===== config.mk =====
export PLATFORM = sky130hd
export DESIGN_NAME = ebus_arbiter
export DESIGN_NICKNAME = d
export VERILOG_FILES = /design/src/rtl/ebus_arbiter.sv
export SDC_FILE = /design/constraint.sdc
export NUM_CORES = 1
export LEC_CHECK = 0
export BUFFER_PORTS_ARGS = -buffer_cell sky130_fd_sc_hd__buf_2
export CORE_AREA = 2 2 499 501
export DETAILED_ROUTE_END_ITERATION = 16
export DIE_AREA = 0 0 501 503
export PLACE_DENSITY = 0.3
export SLEW_MARGIN = 20
export SYNTH_ARGS = -nofsm -noshare
export SYNTH_HDL_FRONTEND = slang
export SYNTH_SLANG_ARGS = --single-unit

===== constraint.sdc =====
create_clock -name clk -period 3.7 [get_ports clk]
set_input_delay 0.37 -clock clk [delete_from_list [all_inputs] [get_ports clk]]
set_output_delay 0.37 -clock clk [all_outputs]
set_load 0.03 [all_outputs]

===== src/rtl/ebus_arbiter.sv =====
// EBUS data arbiter: fixed-priority merge of driver channels with an OR-merged slice group,
// optional output register, contention diagnostics and a demand/xfer watchdog.
module ebus_arbiter #(
    parameter int               NDRV       = 32,
    parameter int               WIDTH      = 36,
    parameter logic [NDRV-1:0]  SLICE_MASK = '0,
    parameter bit               REGOUT     = 1'b1,
    parameter int               TIMEOUT    = 15,
    parameter int               CNTW       = 8,
    localparam int              IW         = (NDRV > 1) ? $clog2(NDRV) : 1
) (
    input  logic                  clk,
    input  logic                  crobar,
    input  logic [NDRV-1:0]       drv_driving,
    input  logic [NDRV*WIDTH-1:0] drv_data,
    input  logic                  demand,
    input  logic                  xfer,
    input  logic                  clr,
    output logic [WIDTH-1:0]      ebus_data,
    output logic                  ebus_valid,
    output logic [NDRV-1:0]       grant,
    output logic                  conflict,
    output logic [IW-1:0]         conflict_idx,
    output logic [CNTW-1:0]       conflict_cnt,
    output logic                  timeout
);

    localparam int TW = $clog2(TIMEOUT + 1);

    function automatic int lowest_set(input logic [NDRV-1:0] m);
        int r = 0;
        for (int i = NDRV - 1; i >= 0; i--) begin
            if (m[i]) r = i;
        end
        return r;
    endfunction

    localparam bit HAS_SLICE  = |SLICE_MASK;
    localparam int SLICE_LEAD = lowest_set(SLICE_MASK);

    typedef enum logic [1:0] {WD_IDLE, WD_WAIT, WD_DONE} wd_state_t;

    logic              slice_act;
    logic [WIDTH-1:0]  slice_data;
    logic [WIDTH-1:0]  arb_data;
    logic [NDRV-1:0]   arb_grant;
    logic              arb_valid;
    logic              contention;
    logic [IW-1:0]     second_idx;

    wd_state_t         wd_state, wd_state_n;
    logic [TW-1:0]     wd_cnt, wd_cnt_n;
    logic              timeout_n;

    // The slice group takes the priority slot of its lowest member; other members are skipped.
    always_comb begin : arb_comb
        logic entry_act;
        // NOTE: every output of this block gets a default first, so no path can infer a latch.
        entry_act  = 1'b0;
        slice_act  = |(drv_driving & SLICE_MASK);
        slice_data = '0;
        arb_data   = '0;
        arb_grant  = '0;
        arb_valid  = 1'b0;
        contention = 1'b0;
        second_idx = '0;
        for (int i = 0; i < NDRV; i++) begin
            if (SLICE_MASK[i]) slice_data |= drv_data[i*WIDTH +: WIDTH];
        end
        for (int i = 0; i < NDRV; i++) begin
            if (HAS_SLICE && i == SLICE_LEAD) entry_act = slice_act;
            else                              entry_act = drv_driving[i] && !SLICE_MASK[i];
            if (entry_act) begin
                if (!arb_valid) begin
                    arb_valid = 1'b1;
                    if (HAS_SLICE && i == SLICE_LEAD) begin
                        arb_data  = slice_data;
                        arb_grant = SLICE_MASK;
                    end else begin
                        arb_data     = drv_data[i*WIDTH +: WIDTH];
                        arb_grant[i] = 1'b1;
                    end
                end else if (!contention) begin
                    contention = 1'b1;
                    second_idx = IW'(i);
                end
            end
        end
    end

    generate
        if (REGOUT) begin : g_regout
            always_ff @(posedge clk or posedge crobar) begin
                // NOTE: sequential state uses non-blocking assignments so all flops update together.
                if (crobar) begin
                    ebus_data  <= '0;
                    grant      <= '0;
                    ebus_valid <= 1'b0;
                end else begin
                    ebus_data  <= arb_data;
                    grant      <= arb_grant;
                    ebus_valid <= arb_valid;
                end
            end
        end else begin : g_combout
            assign ebus_data  = arb_data;
            assign grant      = arb_grant;
            assign ebus_valid = arb_valid;
        end
    endgenerate

    // clr outranks a same-cycle contention event; only the first contention captures the index.
    always_ff @(posedge clk or posedge crobar) begin
        if (crobar) begin
            conflict     <= 1'b0;
            conflict_idx <= '0;
            conflict_cnt <= '0;
        end else if (clr) begin
            conflict     <= 1'b0;
            conflict_idx <= '0;
            conflict_cnt <= '0;
        end else if (contention) begin
            if (conflict_cnt != '1) conflict_cnt <= conflict_cnt + 1'b1;
            if (!conflict) begin
                conflict     <= 1'b1;
                conflict_idx <= second_idx;
            end
        end
    end

    always_ff @(posedge clk or posedge crobar) begin
        if (crobar) begin
            wd_state <= WD_IDLE;
            wd_cnt   <= '0;
            timeout  <= 1'b0;
        end else begin
            wd_state <= wd_state_n;
            wd_cnt   <= wd_cnt_n;
            timeout  <= timeout_n;
        end
    end

    always_comb begin
        wd_state_n = wd_state;
        wd_cnt_n   = wd_cnt;
        timeout_n  = timeout;
        unique case (wd_state)
            WD_IDLE: begin
                if (demand && !xfer) begin
                    wd_cnt_n   = TW'(TIMEOUT);
                    wd_state_n = WD_WAIT;
                end else if (demand && xfer) begin
                    wd_state_n = WD_DONE;
                end
            end
            WD_WAIT: begin
                if (!demand) begin
                    wd_state_n = WD_IDLE;
                end else if (xfer) begin
                    wd_state_n = WD_DONE;
                end else if (wd_cnt == TW'(1)) begin
                    timeout_n  = 1'b1;
                    wd_state_n = WD_DONE;
                end else begin
                    wd_cnt_n = wd_cnt - 1'b1;
                end
            end
            WD_DONE: begin
                if (!demand) wd_state_n = WD_IDLE;
            end
            default: wd_state_n = WD_IDLE;
        endcase
        if (clr) begin
            wd_state_n = WD_IDLE;
            wd_cnt_n   = '0;
            timeout_n  = 1'b0;
        end
    end

endmodule


==> flow_metrics.py <==
metrics = {
    "final_layout": {
        "multi_input_area_um2": 13360,
        "fin_nets": 4949,
        "synthToLayoutAreaGrowth_pct": 152.1,
        "final_layout_size_suffix_gt1_share_pct": 63.53,
        "register_area_um2": 2252,
        "layout.cells.non_filler": 7071,
        "fillCellCount": 28730,
    },
    "detailed_routing": {
        "antenna_left": 0,
        "route.detailed.wl_per_inst_um": 32.80,
        "wirelength_um": 231900,
        "vias": 26250,
        "via_per_inst": 3.712,
        "drc_errors": 0,
        "drtIter0Drc": 1962,
        "first_pass_iters": 6,
    },
    "clock_network": {
        "worstSkewPairLatency_ps": 480,
        "cts_htree_levels": 3,
        "clk_pin_slew_worst_paths_ps": 110,
        "clock-root-buffer": "clkbuf_16",
        "cts_made_buffers": 9,
        "cts_tree": "yes",
        "clkSinkCount": 90,
        "cts_buffer_depth": 2,
    },
    "synthesis": {
        "netlist_area_um2": 13240,
        "synth_seq_cells": 90,
        "async_reset_ff_share_pct": 100.0,
        "ys_dominant_reg_cell": "dfrtp_1",
        "ys_types": 80,
        "yosys_warnings": 0,
        "syn_inst": 2004,
        "syn_area_per_cell_um2": 6.607,
        "seq_area_frac_synth_pct": 17.01,
        "syn-num-nets": 3201,
        "synth_edf_count": 0,
    },
    "timing": {
        "worst_slack_ps": -406.8,
        "slew_violations": 0,
        "hold_viol_final": 0,
        "worstMarginPinSlew_ps": 1076,
        "fin_crit_sh_pct": 111.0,
        "finalSetupViolCount": 49,
        "fmax_mhz": 243.5,
        "rsz0062_at_grt": "yes",
        "finClkSkew_ps": 41.14,
        "slew-limit-headroom_pct": 28.25,
        "timing.final.crit_period_ps": 4107,
    },
    "floorplan": {
        "die_w_um": 501,
        "io_pins": 1273,
        "core_area_um2": 247100,
        "dieHeight_um": 503,
        "design.die.area_um2": 252000,
        "start_util_pct": 5.359,
        "core.rowCount": 183,
    },
    "place": {
        "portBuffers": 1272,
        "place_inst": 6908,
        "place_congestion": 0.9032,
        "dp_hpwl_um": 206800,
    },
    "global_route": {
        "grt_pass1_wl_um": 281400,
        "grt_usage_pct": 17.34,
        "grt_max_degree": 42,
        "antenna_found_initial": 215,
        "grt_pass1_vias": 26540,
        "grt-ovfl-total": 0,
    },
    "worst_setup_path": {
        "path_max_fanout": 8,
        "cp.arrival_ps": 4420,
        "r2r_slack_ps": 1940,
        "path_class": "primary input to flop",
        "path_buf_inv": 4,
        "cp_common_cell": "or3_4",
        "cp.required_ps": 4010,
        "slowest_delay_ps": 510,
        "r2r_start": "wd_cnt[1]",
        "cp_top_family": "simple AND/OR/NAND/NOR gates",
        "critPathCaptureType": "flop",
        "path_cells": "buf_8 > inv_6 > ha_4 > buf_8 > nor4b_4 > buf_6 > nand4_4 > or4_4 > or3_4 > or3_4 > or3_4 > or3_4 > maj3_2 > nor3_4 > nor2_4 > nor2_8 > o21bai_4 > and3b_1 > xnor2_1 > nor2_1",
        "cp-startpoint": "drv_driving[1]",
        "start_kind": "primary input",
        "critPathSlowestCell": "or4_4",
    },
    "run_status": {
        "status": "finished, violations left",
        "violations": "setup timing",
    },
    "hold_path": {
        "min-delay-start": "drv_data[1104]",
        "min_path_type": "primary input to flop",
    },
    "pwr": {
        "leakage_nw": 14.40,
        "ir_worst_vdd_uv": 294.7,
        "finalPower_mw": 5.285,
        "powerDensity_nw_per_um2": 158.3,
    },
    "job": {
        "drv_cap": 0,
    },
}
[worst reg2reg max path, stage by stage (launching register included)]
cell and delay (ps):
dfrtp_1 400, inv_1 80, ha_1 140, nor3b_1 450
a21oi_1 260, a311oi_1 330
[layer usage]
| metal | global-route usage, % | vias up | part of all wire, % |
|---|---|---|---|
| met5 | 0 | - | 0.19 |
| met2 | 31.62 | 1548 | 51 |
| met3 | 4.928 | 413 | 8.1 |
| met4 | 5.817 | 70 | 3.5 |
| met1 | 19.12 | 12710 | 37 |
| li1 | - | 11510 | - |
[synth_stat cells, types with 9 or more instances]
cell type / count / share of area (%)
nand2_1: 268 / 7.6
nor2_1: 202 / 5.7
clkbuf_1: 183 / 5.2
a21oi_1: 130 / 4.9
o211ai_1: 106 / 6.0
o21ai_0: 97 / 3.7
nor3_1: 95 / 3.6
dfrtp_1: 90 / 17
nand3_1: 90 / 3.4
o22ai_1: 85 / 4.0
a22oi_1: 68 / 3.9
a2111oi_0: 67 / 4.4
a221oi_1: 42 / 2.8
nor4_1: 40 / 1.9
a22o_1: 39 / 2.6
inv_1: 39 / 1.1
a222oi_1: 36 / 2.7
o221ai_1: 36 / 2.4
o311ai_0: 35 / 2.3
o22a_1: 34 / 2.2
a211oi_1: 27 / 1.5
buf_1: 17 / 0.48
or3_1: 13 / 0.61
a31oi_1: 10 / 0.47
nand4_1: 10 / 0.47
or2_2: 9 / 0.43
[state kept, by name (all words and copies together) (netlist names)]
name	cells
timeout	1
ebus_data	36
ebus_valid	1
grant	32
wd_state	2
conflict_cnt	8
conflict_idx	5
conflict	1
wd_cnt	4
[report_power, final]
part | switching [mW] | internal [mW]
sequential | 0.0736 | 1.05
clock | 0.662 | 0.460
combinational | 1.71 | 1.34
total | 2.44 | 2.84
[through the flow]
| stage | worst slack [ps] | setup TNS, ps | utilization [%] | hold WS [ps] | area (um^2) |
|---|---|---|---|---|---|
| after detailed placement | -2478 | -72880 | 11.57 | 452.2 | 28570 |
| after global placement | -2850 | -75980 | 11.56 | 452.9 | 28570 |
| final | -406.8 | -11630 | 13.51 | 169.1 | 33380 |
| after floorplan | -703.9 | -19260 | - | 401.4 | 13350 |
| after global routing | -558.7 | -17740 | 13.48 | 175.1 | 33310 |
| after CTS | -360.0 | -11190 | 12.84 | 107.5 | 31720 |
[area by class of cell]
class / count / area share (%)
Timing Repair Buffer: 1944 / 39.18
Clock inverter: 5 / 0.1162
Tap cell: 3237 / 12.13
Clock buffer: 10 / 0.6859
Inverter: 41 / 0.5173
Sequential cell: 90 / 6.747
Multi-Input combinational cell: 1666 / 40.03
Antenna cell: 78 / 0.5847
[timing repair]
action / 4_1_cts / 5_1_grt
hold buffers: 1 / 0
resized for setup: 529 / 266
buffers inserted: 62 / 54
gates cloned: 8 / 5
endpoints found under the setup margin: 50 / 50
pin swaps: 196 / 192
hold endpoints to repair: 20 / 0
[path summary, 6_finish.rpt]
kind	cells after the start	end
worst max-delay path	20	conflict_cnt[7]
worst min-delay path	3	ebus_data[24]
worst max register to register	5	wd_cnt[1]
worst min register to register	2	timeout
max in group asynchronous	4	conflict_idx[3]
min in group asynchronous	3	grant[1]
[cell usage in the layout (no fill, tap or decap), types with 14 or more instances in the layout]
cell / synthesis / final
diode_2: 0 / 78
buf_12: 0 / 84
nor3_4: 0 / 29
nand2_1: 268 / 253
nand3_2: 0 / 20
a21oi_1: 130 / 90
nor3_1: 95 / 31
a221oi_1: 42 / 36
inv_1: 39 / 34
o22ai_2: 0 / 18
buf_2: 5 / 1272
nor2_4: 0 / 35
o221ai_1: 36 / 33
o22ai_4: 0 / 15
buf_8: 0 / 18
o311ai_1: 1 / 14
a222oi_1: 36 / 36
o21ai_0: 97 / 34
o21ai_2: 0 / 19
nor4_4: 0 / 23
a22oi_1: 68 / 66
nor3_2: 3 / 38
nor2_1: 202 / 157
o211ai_1: 106 / 106
a21oi_2: 0 / 31
a2111oi_4: 0 / 33
o22ai_1: 85 / 52
buf_6: 1 / 58
clkbuf_16: 0 / 14
nand3_1: 90 / 69
a2111oi_2: 0 / 29
dfrtp_1: 90 / 90
a211oi_1: 27 / 18
o22a_1: 34 / 34
buf_4: 1 / 498
o21ai_1: 4 / 43
a22o_1: 39 / 39
[kinds of logic after synthesis]
group                      after synthesis  synth area share [%]
muxes                                    1               0.08504
xor gates and xnor gates                 7                0.4631
adders and majority gates               12                 1.068
and+or+nand+nor                        787                 27.30
DFF                                     90                 17.01
AOI/OAI and AO/OA                      859                 46.91
buffers and inverters                  248                 7.163
(Power assumes the default switching activity.)
